[src/rtl/execution_stage_muldiv_pkg.sv]
// Shared definitions for the RV32IM execute stage.
//   - ALU opcode encodings (0-11 base integer, 16-23 M extension)
//   - FSM state encoding for the multi-cycle sequencer
//   - is_multicycle(): true for ops that go through the iterative unit
package execution_stage_muldiv_pkg;

  localparam logic [4:0] OpAdd    = 5'd0;
  localparam logic [4:0] OpSub    = 5'd1;
  localparam logic [4:0] OpSll    = 5'd2;
  localparam logic [4:0] OpSlt    = 5'd3;
  localparam logic [4:0] OpSltu   = 5'd4;
  localparam logic [4:0] OpXor    = 5'd5;
  localparam logic [4:0] OpSrl    = 5'd6;
  localparam logic [4:0] OpSra    = 5'd7;
  localparam logic [4:0] OpOr     = 5'd8;
  localparam logic [4:0] OpAnd    = 5'd9;
  localparam logic [4:0] OpLui    = 5'd10;
  localparam logic [4:0] OpAuipc  = 5'd11;
  localparam logic [4:0] OpMul    = 5'd16;
  localparam logic [4:0] OpMulh   = 5'd17;
  localparam logic [4:0] OpMulhsu = 5'd18;
  localparam logic [4:0] OpMulhu  = 5'd19;
  localparam logic [4:0] OpDiv    = 5'd20;
  localparam logic [4:0] OpDivu   = 5'd21;
  localparam logic [4:0] OpRem    = 5'd22;
  localparam logic [4:0] OpRemu   = 5'd23;

  typedef enum logic [1:0] {StIdle, StRun, StFix} state_e;

  // Divide/remainder always iterate; multiplies only without the fast multiplier.
  function automatic logic is_multicycle(input logic [4:0] op, input logic fast_mul);
    is_multicycle = (op[4:3] == 2'b10) && (op[2] || !fast_mul);
  endfunction

endpackage

[src/rtl/execution_stage_muldiv_iter.sv]
// Iterative radix-2 multiply / restoring-divide core.
//   i_clk, i_rst      clock, synchronous active-high reset
//   i_abort           drop the operation in flight
//   i_hold            freeze iteration
//   i_start           latch operands (magnitudes + signs) and begin XLEN steps
//   i_mop             M-op index: opcode - 16 (MUL..REMU)
//   i_a, i_b          raw operands
//   o_last            the final step happens on the coming edge
//   o_result          sign-corrected, op-selected result (valid once stepping is done)
module execution_stage_muldiv_iter #(
  parameter int unsigned XLEN = 32
) (
  input  logic            i_clk,
  input  logic            i_rst,
  input  logic            i_abort,
  input  logic            i_hold,
  input  logic            i_start,
  input  logic [2:0]      i_mop,
  input  logic [XLEN-1:0] i_a,
  input  logic [XLEN-1:0] i_b,
  output logic            o_last,
  output logic [XLEN-1:0] o_result
);

  localparam int unsigned CntW = $clog2(XLEN) + 1;

  logic            r_run;
  logic [CntW-1:0] r_cnt;
  logic [XLEN-1:0] r_hi, r_lo, r_b;
  logic [2:0]      r_mop;
  logic            r_sa, r_sb, r_bzero;

  // Operand signedness: MUL/MULH/DIV/REM signed both; MULHSU signed A only.
  logic w_sgn_a, w_sgn_b, w_sa, w_sb;
  assign w_sgn_a = i_mop[2] ? !i_mop[0] : (i_mop != 3'd3);
  assign w_sgn_b = i_mop[2] ? !i_mop[0] : !i_mop[1];
  assign w_sa    = w_sgn_a & i_a[XLEN-1];
  assign w_sb    = w_sgn_b & i_b[XLEN-1];

  // r_hi:r_lo is product (mul) or remainder:dividend/quotient (div).
  logic [XLEN:0] w_sum, w_shift, w_diff;
  assign w_sum   = {1'b0, r_hi} + {1'b0, r_b};
  assign w_shift = {r_hi, r_lo[XLEN-1]};
  assign w_diff  = w_shift - {1'b0, r_b};

  always_ff @(posedge i_clk) begin
    if (i_rst || i_abort) begin
      r_run <= 1'b0;
      r_cnt <= '0;
    end else if (i_start && !i_hold) begin
      r_run   <= 1'b1;
      r_cnt   <= CntW'(XLEN);
      r_hi    <= '0;
      r_lo    <= w_sa ? -i_a : i_a;
      r_b     <= w_sb ? -i_b : i_b;
      r_sa    <= w_sa;
      r_sb    <= w_sb;
      r_bzero <= (i_b == '0);
      r_mop   <= i_mop;
    end else if (r_run && !i_hold) begin
      r_cnt <= r_cnt - CntW'(1);
      if (r_cnt == CntW'(1)) r_run <= 1'b0;
      if (!r_mop[2]) begin
        if (r_lo[0]) begin
          r_hi <= w_sum[XLEN:1];
          r_lo <= {w_sum[0], r_lo[XLEN-1:1]};
        end else begin
          r_hi <= {1'b0, r_hi[XLEN-1:1]};
          r_lo <= {r_hi[0], r_lo[XLEN-1:1]};
        end
      end else if (!w_diff[XLEN]) begin
        r_hi <= w_diff[XLEN-1:0];
        r_lo <= {r_lo[XLEN-2:0], 1'b1};
      end else begin
        r_hi <= w_shift[XLEN-1:0];
        r_lo <= {r_lo[XLEN-2:0], 1'b0};
      end
    end
  end

  assign o_last = r_run && (r_cnt == CntW'(1)) && !i_hold;

  logic [2*XLEN-1:0] w_prod;
  logic [XLEN-1:0]   w_quo, w_rem;
  assign w_prod = (r_sa ^ r_sb) ? -{r_hi, r_lo} : {r_hi, r_lo};
  // x/0 gives all-ones quotient regardless of sign; the remainder falls out
  // as the dividend naturally. MIN/-1 needs no special case either.
  assign w_quo  = r_bzero ? '1 : ((r_sa ^ r_sb) ? -r_lo : r_lo);
  assign w_rem  = r_sa ? -r_hi : r_hi;

  always_comb begin
    o_result = '0;
    case (r_mop)
      3'd0:                o_result = w_prod[XLEN-1:0];
      3'd1, 3'd2, 3'd3:    o_result = w_prod[2*XLEN-1:XLEN];
      3'd4, 3'd5:          o_result = w_quo;
      default:             o_result = w_rem;
    endcase
  end

endmodule

[src/rtl/execution_stage_muldiv.sv]
// RV32IM execute stage with integrated EX/MEM pipeline register.
//   CLK, RST                   clock, synchronous active-high reset
//   STALL/CLEAR_EXECUTION_STAGE  hold outputs and FSM / flush with bubble
//   VALID_IN, PC_IN, RD_ADDRESS_IN, RS1_DATA, RS2_DATA, IMM_OUTPUT, OP_B_SELECT,
//   ALU_INSTRUCTION            instruction from decode
//   DATA_CACHE_*_IN, WRITE_BACK_MUX_SELECT_IN, RD_WRITE_ENABLE_IN  passed through
//   EXECUTION_BUSY             combinational stall request to the hazard unit
//   *_OUT                      registered EX/MEM outputs
module execution_stage_muldiv
  import execution_stage_muldiv_pkg::*;
#(
  parameter int unsigned XLEN     = 32,
  parameter bit          FAST_MUL = 1'b1
) (
  input  logic            CLK,
  input  logic            RST,
  input  logic            STALL_EXECUTION_STAGE,
  input  logic            CLEAR_EXECUTION_STAGE,
  input  logic            VALID_IN,
  input  logic [XLEN-1:0] PC_IN,
  input  logic [4:0]      RD_ADDRESS_IN,
  input  logic [XLEN-1:0] RS1_DATA,
  input  logic [XLEN-1:0] RS2_DATA,
  input  logic [XLEN-1:0] IMM_OUTPUT,
  input  logic            OP_B_SELECT,
  input  logic [4:0]      ALU_INSTRUCTION,
  input  logic [2:0]      DATA_CACHE_READ_IN,
  input  logic [1:0]      DATA_CACHE_WRITE_IN,
  input  logic            WRITE_BACK_MUX_SELECT_IN,
  input  logic            RD_WRITE_ENABLE_IN,
  output logic            EXECUTION_BUSY,
  output logic            VALID_OUT,
  output logic [4:0]      RD_ADDRESS_OUT,
  output logic [XLEN-1:0] ALU_OUT,
  output logic [2:0]      DATA_CACHE_READ_OUT,
  output logic [1:0]      DATA_CACHE_WRITE_OUT,
  output logic [XLEN-1:0] DATA_CACHE_WRITE_DATA_OUT,
  output logic            WRITE_BACK_MUX_SELECT_OUT,
  output logic            RD_WRITE_ENABLE_OUT
);

  localparam int unsigned ShW = $clog2(XLEN);

  state_e r_state;

  logic [XLEN-1:0] w_a, w_b, w_alu, w_core_res;
  logic [ShW-1:0]  w_shamt;
  logic            w_is_mc, w_start, w_last, w_load;

  assign w_a     = (ALU_INSTRUCTION == OpAuipc) ? PC_IN : RS1_DATA;
  assign w_b     = OP_B_SELECT ? IMM_OUTPUT : RS2_DATA;
  assign w_shamt = w_b[ShW-1:0];
  assign w_is_mc = is_multicycle(ALU_INSTRUCTION, FAST_MUL);
  assign w_start = (r_state == StIdle) && VALID_IN && w_is_mc;

  // Combinational multiplier; pruned when FAST_MUL=0.
  logic              w_fsa, w_fsb;
  logic [2*XLEN-1:0] w_fprod;
  assign w_fsa   = w_a[XLEN-1] && (ALU_INSTRUCTION != OpMulhu);
  assign w_fsb   = w_b[XLEN-1] && (ALU_INSTRUCTION == OpMul || ALU_INSTRUCTION == OpMulh);
  assign w_fprod = {{XLEN{w_fsa}}, w_a} * {{XLEN{w_fsb}}, w_b};

  always_comb begin
    w_alu = '0;
    case (ALU_INSTRUCTION)
      OpAdd:   w_alu = w_a + w_b;
      OpSub:   w_alu = w_a - w_b;
      OpSll:   w_alu = w_a << w_shamt;
      OpSlt:   w_alu = {{(XLEN-1){1'b0}}, $signed(w_a) < $signed(w_b)};
      OpSltu:  w_alu = {{(XLEN-1){1'b0}}, w_a < w_b};
      OpXor:   w_alu = w_a ^ w_b;
      OpSrl:   w_alu = w_a >> w_shamt;
      OpSra:   w_alu = $signed(w_a) >>> w_shamt;
      OpOr:    w_alu = w_a | w_b;
      OpAnd:   w_alu = w_a & w_b;
      OpLui:   w_alu = w_b;
      OpAuipc: w_alu = w_a + w_b;
      OpMul:   w_alu = FAST_MUL ? w_fprod[XLEN-1:0] : '0;
      OpMulh, OpMulhsu, OpMulhu:
               w_alu = FAST_MUL ? w_fprod[2*XLEN-1:XLEN] : '0;
      default: w_alu = '0;
    endcase
  end

  execution_stage_muldiv_iter #(
    .XLEN(XLEN)
  ) u_iter (
    .i_clk   (CLK),
    .i_rst   (RST),
    .i_abort (CLEAR_EXECUTION_STAGE),
    .i_hold  (STALL_EXECUTION_STAGE),
    .i_start (w_start),
    .i_mop   (ALU_INSTRUCTION[2:0]),
    .i_a     (w_a),
    .i_b     (w_b),
    .o_last  (w_last),
    .o_result(w_core_res)
  );

  // Low in an unstalled FIX so decode advances on the retiring edge.
  assign EXECUTION_BUSY = VALID_IN && w_is_mc && !((r_state == StFix) && !STALL_EXECUTION_STAGE)
                          && !CLEAR_EXECUTION_STAGE;

  assign w_load = ((r_state == StIdle) && !w_start) || (r_state == StFix);

  always_ff @(posedge CLK) begin
    if (RST || CLEAR_EXECUTION_STAGE) begin
      r_state                   <= StIdle;
      VALID_OUT                 <= 1'b0;
      RD_ADDRESS_OUT            <= '0;
      ALU_OUT                   <= '0;
      DATA_CACHE_READ_OUT       <= '0;
      DATA_CACHE_WRITE_OUT      <= '0;
      DATA_CACHE_WRITE_DATA_OUT <= '0;
      WRITE_BACK_MUX_SELECT_OUT <= 1'b0;
      RD_WRITE_ENABLE_OUT       <= 1'b0;
    end else if (!STALL_EXECUTION_STAGE) begin
      unique case (r_state)
        StIdle: if (w_start) r_state <= StRun;
        StRun:  if (w_last) r_state <= StFix;
        StFix:  r_state <= StIdle;
        default: r_state <= StIdle;
      endcase
      if (w_start) begin
        // Accept edge of a multi-cycle op: emit a bubble.
        VALID_OUT            <= 1'b0;
        RD_WRITE_ENABLE_OUT  <= 1'b0;
        DATA_CACHE_READ_OUT  <= '0;
        DATA_CACHE_WRITE_OUT <= '0;
      end else if (w_load) begin
        VALID_OUT                 <= VALID_IN;
        RD_ADDRESS_OUT            <= RD_ADDRESS_IN;
        ALU_OUT                   <= (r_state == StFix) ? w_core_res : w_alu;
        DATA_CACHE_READ_OUT       <= DATA_CACHE_READ_IN;
        DATA_CACHE_WRITE_OUT      <= DATA_CACHE_WRITE_IN;
        DATA_CACHE_WRITE_DATA_OUT <= RS2_DATA;
        WRITE_BACK_MUX_SELECT_OUT <= WRITE_BACK_MUX_SELECT_IN;
        RD_WRITE_ENABLE_OUT       <= RD_WRITE_ENABLE_IN;
      end
    end
  end

endmodule

[config.mk]
export PLATFORM = sky130hd
export DESIGN_NAME = execution_stage_muldiv
export DESIGN_NICKNAME = d
export VERILOG_FILES = /design/src/rtl/execution_stage_muldiv_pkg.sv /design/src/rtl/execution_stage_muldiv_iter.sv /design/src/rtl/execution_stage_muldiv.sv
export SDC_FILE = /design/constraint.sdc
export NUM_CORES = 2
export LEC_CHECK = 0
export ABC_AREA = 1
export CORE_MARGIN = 2
export CORE_UTILIZATION = 30
export DETAILED_ROUTE_END_ITERATION = 10
export PLACE_DENSITY = 0.45
export SYNTH_ARGS = -nofsm -noshare
export SYNTH_HDL_FRONTEND = slang
export SYNTH_HIERARCHICAL = 1
export SYNTH_SLANG_ARGS = --single-unit
export TNS_END_PERCENT = 50
[constraint.sdc]
create_clock -name CLK -period 9.8 [get_ports CLK]
set_input_delay 1.96 -clock CLK [delete_from_list [all_inputs] [get_ports CLK]]
set_output_delay 1.96 -clock CLK [all_outputs]
set_load 0.01 [all_outputs]
==> flow_metrics.tcl <==
set metrics [dict create \
    critPathLaunchType "primary input" \
    yosysWarnings 6 \
    clock_skew_ns 0.0326 \
    clock_sinks 188 \
    port_buffers 228 \
    min_from "VALID_OUT" \
    syn_area_per_cell_um2 6.83 \
    hp-class "reg2reg" \
    r2r_slack_ns 5.52 \
    synth_seq_area_share 0.0713 \
    syn-num-nets 11500 \
    avgRoutedWirePerCell_um 29.3 \
    die_h_um 477 \
    placed_cell_area_mm2 0.0814 \
    layout.nets 12600 \
    arrival_ns 10.38 \
    root_buffer "clkbuf_16" \
    drv_slew 0 \
    area_growth_pct 29.5 \
    wirelength_um 408000 \
    final_cell_count_no_fill 13900 \
    synth_area_leaders "fa_1, nand2_1, inv_1" \
    finalHoldViolCount 0 \
    core-area_mm2 0.222 \
    syn_inst 9818 \
    fmax_ghz 0.100 \
    grt_overflow 0 \
    cts_tree "built" \
    synth_area_leader_cell "fa_1" \
    ant_nets 0 \
    synth_edf_count 102 \
    first_global_vias 72700 \
    worstRegToRegCells 16 \
    final_area_mm2 0.0869 \
    cts_max_path_buffers 2 \
    syn_area_mm2 0.0671 \
    clk_latency_ns 0.55 \
    place_ws_ns -2.57 \
    post-route-period-util 1.02 \
    synth-async-reset-ratio 0 \
    firstDrtPassIters 8 \
    outcome "complete, but fails checks" \
    grt_pass1_wl_um 566000 \
    dp_cells 13700 \
    synth.distinct_cells 64 \
    setup_slack_ns -0.160 \
    cts_buffers 17 \
    start_util 0.302 \
    dieWidth_um 477 \
    h-tree-depth 4 \
    r2r-start "u_iter/r_lo[0]" \
    synth_flop_cell "edfxtp_1" \
    grt_usage 0.352 \
    dr_total_vias 73300 \
    setup_violations 8 \
    rsz0062_at_grt "true" \
    hpwlAfterDp_um 347000 \
    cpPeakStageDelay_ns 0.54 \
    gp_congestion 1.07 \
    clk_pin_slew_ns 0.08 \
    design.portCount 229 \
    endpoint_kind "flip-flop" \
    hold_path_end "VALID_OUT" \
    violations "setup timing" \
    grt_start_max_net_pins 77 \
    maxCapViolCount 0 \
    crit_type "in2reg" \
    yosys.area.top_type_share 0.337 \
    maxSlewHeadroom 0.144 \
    fin_crit_ns 9.96 \
    drive_gt1_frac 0.188 \
    initialDrtViolationCount 7995 \
    vias_per_cell 5.27 \
    required_ns 10.22 \
    std_cell_rows 173 \
    whs_ns 0.470 \
    timing.rr.end "ALU_OUT[15]" \
    dieArea_mm2 0.227 \
    worstPathMaxFanout 8 \
    antenna_found_initial 21 \
    n_fill_cell 23800 \
    drc 0 \
    worstMarginPinSlew_ns 1.28 \
    holdPathStages 2 \
    ys_ff_latch 188 \
    cpMaxStageDelayCell "fa_1" \
]
## placed cells by master (no fill, tap or decap), types with 67 or more instances in the layout
cell	n
nand2_1	2275
inv_1	1820
fa_1	1062
buf_4	965
nor2_1	916
nand3_1	713
a21oi_1	460
o21ai_0	392
ha_1	320
clkdlybuf4s50_1	221
buf_12	157
nand2_2	119
edfxtp_1	102
inv_2	91
dfxtp_1	86
nand4_1	83
xor2_1	80
buf_6	79
nor2_2	73
fa_2	67
## final cells by class
| type | count | area (um2) | area share |
|---|---|---|---|
| Antenna cell | 7 | 17.5 | 0.000202 |
| Clock buffer | 17 | 425 | 0.00490 |
| Clock inverter | 15 | 209 | 0.00241 |
| Inverter | 1971 | 7570 | 0.0871 |
| Multi-Input combinational cell | 7280 | 56100 | 0.646 |
| Sequential cell | 188 | 4780 | 0.0551 |
| Tap cell | 2975 | 3720 | 0.0429 |
| Timing Repair Buffer | 1453 | 14100 | 0.162 |
## cell families (layout without fill, tap and decap cells)
family	Yosys count	in the layout	share of synthesized area
simple gates	4510	4510	0.280
other cells	0	7	0
xor+xnor	98	98	0.0128
buf+inv	2350	3456	0.134
mux	1	1	0.000168
compound gates	1162	1162	0.0935
flops	188	188	0.0713
fa+ha+maj	1509	1509	0.408
## worst max path at each step
stage	from	end	slack, ns	cells after the start
finish	IMM_OUTPUT[6]	ALU_OUT[3]	-0.16	38
global route	ALU_INSTRUCTION[4]	ALU_OUT[31]	-0.20	46
CTS	IMM_OUTPUT[6]	ALU_OUT[19]	-0.11	42
detailed placement	ALU_INSTRUCTION[3]	ALU_OUT[0]	-2.57	40
global placement	ALU_INSTRUCTION[2]	ALU_OUT[8]	-2.69	39
floorplan	ALU_INSTRUCTION[3]	ALU_OUT[28]	0.003	40
## stage by stage
| step | util | setup TNS, ns |
|---|---|---|
| floorplan | - | 0 |
| global placement | 0.366 | -59.62 |
| detailed placement | 0.366 | -58.79 |
| CTS | 0.380 | -0.452 |
| global route | 0.391 | -2.61 |
| finish | 0.391 | -0.510 |
## state kept, by name, indices dropped and copies added (netlist names)
register,cells
u_iter/r_lo,32
DATA_CACHE_WRITE_DATA_OUT,32
RD_WRITE_ENABLE_OUT,1
DATA_CACHE_READ_OUT,3
u_iter/r_cnt,6
DATA_CACHE_WRITE_OUT,2
RD_ADDRESS_OUT,5
r_state,2
WRITE_BACK_MUX_SELECT_OUT,1
u_iter/r_mop,3
u_iter/r_hi,32
u_iter/r_b,32
u_iter/r_run,1
ALU_OUT,32
u_iter/r_sa,1
u_iter/r_bzero,1
u_iter/r_sb,1
VALID_OUT,1
## worst max-delay path, delay by kind of cell
family | cells | cell delay, ns
AOI/OAI and AO/OA | 3 | 0.33
adders and majority gates | 9 | 3.83
buffers and inverters | 14 | 2.55
and+or+nand+nor | 12 | 1.64
## layer usage
layer / track usage / vias up / wire, um
li1: - / 32300 / -
met4: 0.157 / 8 / 23500
met5: 0 / - / 57
met1: 0.480 / 36800 / 175000
met3: 0.0752 / 640 / 36300
met2: 0.532 / 3534 / 174000
## cells in the mapped netlist (all sizes together) (5+ instances only)
master,number
nor3,70
clkbuf,230
xnor2,18
fa,1129
nor4,17
o21a,8
o21bai,19
nand3,769
buf,149
a21boi,6
and2,9
a21oi,519
a31oi,12
clkinv,29
nand2,2441
o2111ai,5
edfxtp,102
o31ai,8
nand3b,24
o211ai,29
a211oi,8
ha,379
nand4,83
o22ai,35
o21ai,489
nor2,1032
xor2,80
dfxtp,86
inv,1942
a21o,11
or2,58
## repair_timing
item / in CTS / in global routing
endpoints found under the setup margin: 32 / 32
cloned: 5 / 4
buffers inserted: 74 / 67
pin swaps: 106 / 249
resized for setup: 496 / 499
hold buffers: 0 / 0
Power is left out: the tool's default activity adds up to more than one toggle a clock period on the data nets, which glitch-free logic cannot reach.
